**src/rtl/load_store_unit.sv**
```systemverilog
// load_store_unit: memory-stage front end; checks and issues one load/store at a time, extends load data, returns result/fault.
// Ports: clock/reset; req_* from execute (valid/ready); resp_* to writeback (valid/ready);
//        mem_* registered drive to the byte-addressed data memory, mem_valM/mem_fault sampled back.
module load_store_unit #(
  parameter int XLEN = 32
) (
  input  logic            clock,
  input  logic            reset,
  input  logic            req_valid,
  output logic            req_ready,
  input  logic            req_write,
  input  logic [2:0]      req_funct3,
  input  logic [XLEN-1:0] req_addr,
  input  logic [XLEN-1:0] req_wdata,
  output logic            resp_valid,
  input  logic            resp_ready,
  output logic [XLEN-1:0] resp_data,
  output logic [1:0]      resp_fault,
  output logic [XLEN-1:0] mem_addr,
  output logic [XLEN-1:0] mem_wdata,
  output logic [2:0]      mem_width,
  output logic            mem_read_en,
  output logic            mem_write_en,
  input  logic [XLEN-1:0] mem_valM,
  input  logic            mem_fault
);
  typedef enum logic [1:0] {IDLE, ACCESS, RESP} state_t;
  state_t state, state_next;
  logic [2:0] f3, n_f3;
  logic is_store, n_is_store;
  logic illegal, misaligned;
  logic [XLEN-1:0] store_data, ext;
  logic n_ready, n_valid, n_rd, n_wr;
  logic [XLEN-1:0] n_data, n_addr, n_wdata;
  logic [1:0] n_fault;
  logic [2:0] n_width;
  assign illegal = req_write ? (req_funct3[2] | (req_funct3[1:0] == 2'b11))
                             : (req_funct3 == 3'b011 || req_funct3[2:1] == 2'b11);
  assign misaligned = (req_funct3[1:0] == 2'b01 && req_addr[0]) ||
                      (req_funct3[1:0] == 2'b10 && req_addr[1:0] != 2'b00);
  assign store_data = req_funct3[1:0] == 2'b00 ? {{(XLEN-8){1'b0}}, req_wdata[7:0]} :
                      req_funct3[1:0] == 2'b01 ? {{(XLEN-16){1'b0}}, req_wdata[15:0]} : req_wdata;
  // f3 was captured at accept; LW falls through to the raw word
  assign ext = f3 == 3'b000 ? {{(XLEN-8){mem_valM[7]}}, mem_valM[7:0]} :
               f3 == 3'b001 ? {{(XLEN-16){mem_valM[15]}}, mem_valM[15:0]} :
               f3 == 3'b100 ? {{(XLEN-8){1'b0}}, mem_valM[7:0]} :
               f3 == 3'b101 ? {{(XLEN-16){1'b0}}, mem_valM[15:0]} : mem_valM;
  always_ff @(posedge clock)
    if (reset) state <= IDLE;
    else state <= state_next;
  always_comb begin
    state_next = state;
    case (state)
      IDLE:    if (req_valid) state_next = (illegal | misaligned) ? RESP : ACCESS;
      ACCESS:  state_next = RESP;
      RESP:    if (resp_ready) state_next = IDLE;
      default: state_next = IDLE;
    endcase
  end
  // enables default low so they are high only for the single ACCESS cycle
  always_comb begin
    n_ready = state_next == IDLE;
    n_valid = resp_valid;
    n_data = resp_data;
    n_fault = resp_fault;
    n_addr = mem_addr;
    n_wdata = mem_wdata;
    n_width = mem_width;
    n_rd = 1'b0;
    n_wr = 1'b0;
    n_f3 = f3;
    n_is_store = is_store;
    if (state == IDLE && req_valid) begin
      n_f3 = req_funct3;
      n_is_store = req_write;
      n_data = '0;
      n_valid = illegal | misaligned;
      n_fault = illegal ? 2'b11 : misaligned ? 2'b01 : 2'b00;
      if (!(illegal | misaligned)) begin
        n_addr = req_addr;
        n_wdata = store_data;
        n_width = {1'b0, req_funct3[1:0]};
        n_rd = !req_write;
        n_wr = req_write;
      end
    end else if (state == ACCESS) begin
      n_valid = 1'b1;
      n_fault = mem_fault ? 2'b10 : 2'b00;
      n_data = (mem_fault | is_store) ? '0 : ext;
    end else if (state == RESP && resp_ready) begin
      n_valid = 1'b0;
    end
  end
  always_ff @(posedge clock)
    if (reset) begin
      req_ready <= 1'b1;
      resp_valid <= 1'b0;
      resp_data <= '0;
      resp_fault <= 2'b00;
      mem_addr <= '0;
      mem_wdata <= '0;
      mem_width <= 3'd0;
      mem_read_en <= 1'b0;
      mem_write_en <= 1'b0;
      f3 <= 3'd0;
      is_store <= 1'b0;
    end else begin
      req_ready <= n_ready;
      resp_valid <= n_valid;
      resp_data <= n_data;
      resp_fault <= n_fault;
      mem_addr <= n_addr;
      mem_wdata <= n_wdata;
      mem_width <= n_width;
      mem_read_en <= n_rd;
      mem_write_en <= n_wr;
      f3 <= n_f3;
      is_store <= n_is_store;
    end
endmodule
```
**config.mk**
```make
export PLATFORM = sky130hd
export DESIGN_NAME = load_store_unit
export DESIGN_NICKNAME = d
export VERILOG_FILES = /design/src/rtl/load_store_unit.sv
export SDC_FILE = /design/constraint.sdc
export NUM_CORES = 1
export LEC_CHECK = 0
export ABC_AREA = 1
export CAP_MARGIN = 15
export CORE_UTILIZATION = 60
export DETAILED_ROUTE_END_ITERATION = 12
export DONT_BUFFER_PORTS = 1
export PLACE_DENSITY = 0.76
export SLEW_MARGIN = 20
export SYNTH_ARGS = -nofsm -noshare
export SYNTH_HDL_FRONTEND = slang
export SYNTH_SLANG_ARGS = --single-unit
```
**constraint.sdc**
```tcl
create_clock -name clock -period 1.9 [get_ports clock]
set_input_delay 0.57 -clock clock [delete_from_list [all_inputs] [get_ports clock]]
set_output_delay 0.57 -clock clock [all_outputs]
set_load 0.01 [all_outputs]
```
==> results by group <==
Run status
  – Status: finished, final reports clean

Timing
  – Relative slew slack: 64.2%
  – Max Slew Vio Count: 0
  – Final hold violations: 0
  – Max Fclk: 0.634 GHz
  – RSZ-0062 raised after global routing: no
  – Final worst-path cycle share: 83.0%
  – Clock skew: 0.0125 ns
  – Final min period: 1.58 ns
  – Setup TNS: 0 ns
  – Worst-Margin Slew: 0.535 ns
  – Final setup fails: 0

Global routing
  – GRT Util Overall: 25.8%
  – Largest net degree at the start of global routing: 84
  – Vias in the first global route: 3861
  – Overflow after GRT: 0
  – Initial antenna violation count: 0
  – First-pass GRT wire length: 17600 um

Layout
  – # nets final: 818
  – Diode count: 0
  – Layout cells sized above 1: 5.29%
  – Area growth syn-to-layout: 4.38%
  – Final instance area: 5040 sq um
  – Fillers: 720
  – Register area: 2200 sq um
  – Area of the multi-input gates: 2040 sq um

Floorplan
  – Die Wd: 91.7 um
  – Core Area: 7770 sq um
  – Row cnt: 32
  – I/O pin count: 210
  – Initial core utilization: 62.1%
  – Die area: 8410 sq um
  – Die Y-Extent: 91.7 um

Placement
  – Hpwl dp: 7740 um
  – I/O Buffers: 0
  – RePlAce Congestion: 0.806
  – Placed cell area: 4840 sq um

Worst setup path
  – CP startpoint kind: flop
  – Worst-path cell chain: inv_1 -> nand3_1 -> nand3_1 -> nand2_1 -> nand2_1 -> a21oi_1
  – Largest stage delay, worst path: 0.49 ns
  – Crit. Startpoint: f3[1]
  – Crit-path max FO: 15
  – Crit path DAT: 1.86 ns
  – RR Startpoint: f3[1]
  – Worst path slowest cell: dfxtp_1
  – Worst EP required: 2.18 ns
  – Crit. End Element: flop
  – Critical path type: reg2reg
  – R2R Setup Slk: 0.32 ns

Logic synthesis
  – Syn_area_per_cell: 6.57 sq um
  – Post-synth EDFFs: 0
  – Largest cells by area after synthesis: dfxtp_1 (46%), nand2_1 (21%), nor2_1 (7.4%), inv_1 (7.2%), a21oi_1 (5.3%)
  – Synth top cells by count: nand2_1 (265), dfxtp_1 (110), nor2_1 (95)
  – Yosys cell types: 23
  – Netlist Area Pre-Place: 4830 sq um
  – Syn Nets: 839
  – Yosys top cell area share: 45.6%
  – Cell with the most instances after synthesis: nand2_1
  – Number of synthesized register bits: 110
  – Ys flop type: dfxtp_1
  – Register area share after synthesis: 45.6%
  – Yosys Warn Count: 0
  – Asr flop ratio synth: 0%
  – Cell taking the most area after synthesis: dfxtp_1
  – Post-Synthesis Cells: 734

Clock tree
  – CTS tree: built
  – Clock transition at path regs: 0.11 ns
  – Post-CTS sizing: 0
  – Worst-skew pair later-pin latency: 0.36 ns
  – Clock sink count: 110
  – Max H-tree Level: 3
  – Hold-fix buffers, CTS: 0
  – Clk Tree Root Cell: clkbuf_8
  – Num CTS Buffers: 9
  – Clock Path Buffers: 2
  – Post-CTS Repair Setup Buffers: 0

Routing
  – 1st-iter DRT viols: 212
  – Routed wire per std cell: 13.1 um
  – DRC violations left: 0
  – Final wirelength: 10800 um
  – First drt pass iteration count: 6
  – Routed via count: 4174
  – Vias per cell: 5.09
  – Final ANT Viol Nets: 0

Power and ir drop
  – P per Cell Area: 883 nW/um^2
  – P_leak: 2.43 nW
  – Max VDD drop: 0.490 mV

Min path
  – Min-delay src: reset
  – Hold Crit Class: in2reg

Job
  – Max-Cap Viols: 0
## per-stage QoR
step | std cells | setup WS, ns | total power [mW] | util [%] | hold WS, ns
2_1_floorplan | 734 | 0.303 | 3.05 | - | 0.449
3_3_place_gp | 804 | 0.236 | 3.13 | 62.4 | 0.460
3_5_place_dp | 804 | 0.169 | 3.15 | 62.4 | 0.468
4_1_cts | 820 | 0.350 | 4.49 | 64.9 | 0.244
5_1_grt | 820 | 0.147 | 4.69 | 64.9 | 0.234
6_report | 820 | 0.324 | 4.45 | 64.9 | 0.268
## where the power goes
part | internal [mW] | leakage [nW] | switching [mW]
combinational | 0.190 | 1.44 | 0.364
sequential | 2.41 | 0.895 | 0.129
clock | 0.562 | 0.0961 | 0.791
total | 3.17 | 2.43 | 1.28
## final timing paths
path	end	cells past startpoint
setup / recovery	resp_data[26]	6
hold / removal	mem_wdata[17]	1
setup reg to reg	resp_data[26]	6
hold reg to reg	is_store	2
## cell usage in the layout, fill, tap and decap left out, types with 4 or more instances in the layout
cell type / count
nand2_1: 265
dfxtp_1: 110
nor2_1: 95
inv_1: 93
a21oi_1: 51
nand3_1: 24
nand4_1: 17
o21ai_0: 15
clkbuf_8: 11
buf_4: 7
inv_2: 4
o21ai_1: 4
## per-layer routing
metal  vias to the layer above  global-route usage [%]  wire length, um
met1                      1832                    31.0             4530
li1                       2167                       -                -
met3                        22                    6.97              810
met2                       153                    43.6             5160
met5                         -                       0                0
met4                         0                    10.2              252
## critical path: cells and delay by family, from the launching register on
family | cells | cell delay (ns)
buffers and inverters | 1 | 0.15
AO/OA/AOI/OAI | 1 | 0.13
AND/OR/NAND/NOR | 4 | 0.73
flip-flops | 1 | 0.49
## state kept, by name, indices dropped and copies added (netlist names), 2 cells and up
register    flops
mem_wdata      32
resp_data      32
mem_addr       32
f3              3
state           2
mem_width       2
resp_fault      2
## final cells by class
class / instances / share of cell area (%)
inverter: 97 / 7.23
timing repair buffer: 10 / 2.24
clock buffer: 11 / 3.01
clock inverter: 5 / 0.845
tap: 102 / 2.53
multi-input combinational: 485 / 40.4
sequential: 110 / 43.7
## cell families (layout without fill, tap and decap cells)
logic type | Yosys count | count (layout) | synth area share, %
AO/OA/AOI/OAI | 73 | 73 | 7.65
AND/OR/NAND/NOR | 411 | 411 | 34.5
other | 1 | 1 | 0.0777
buffers and inverters | 139 | 123 | 12.2
flip-flops | 110 | 110 | 45.6
No activity file was read; power rests on OpenSTA's default activity.
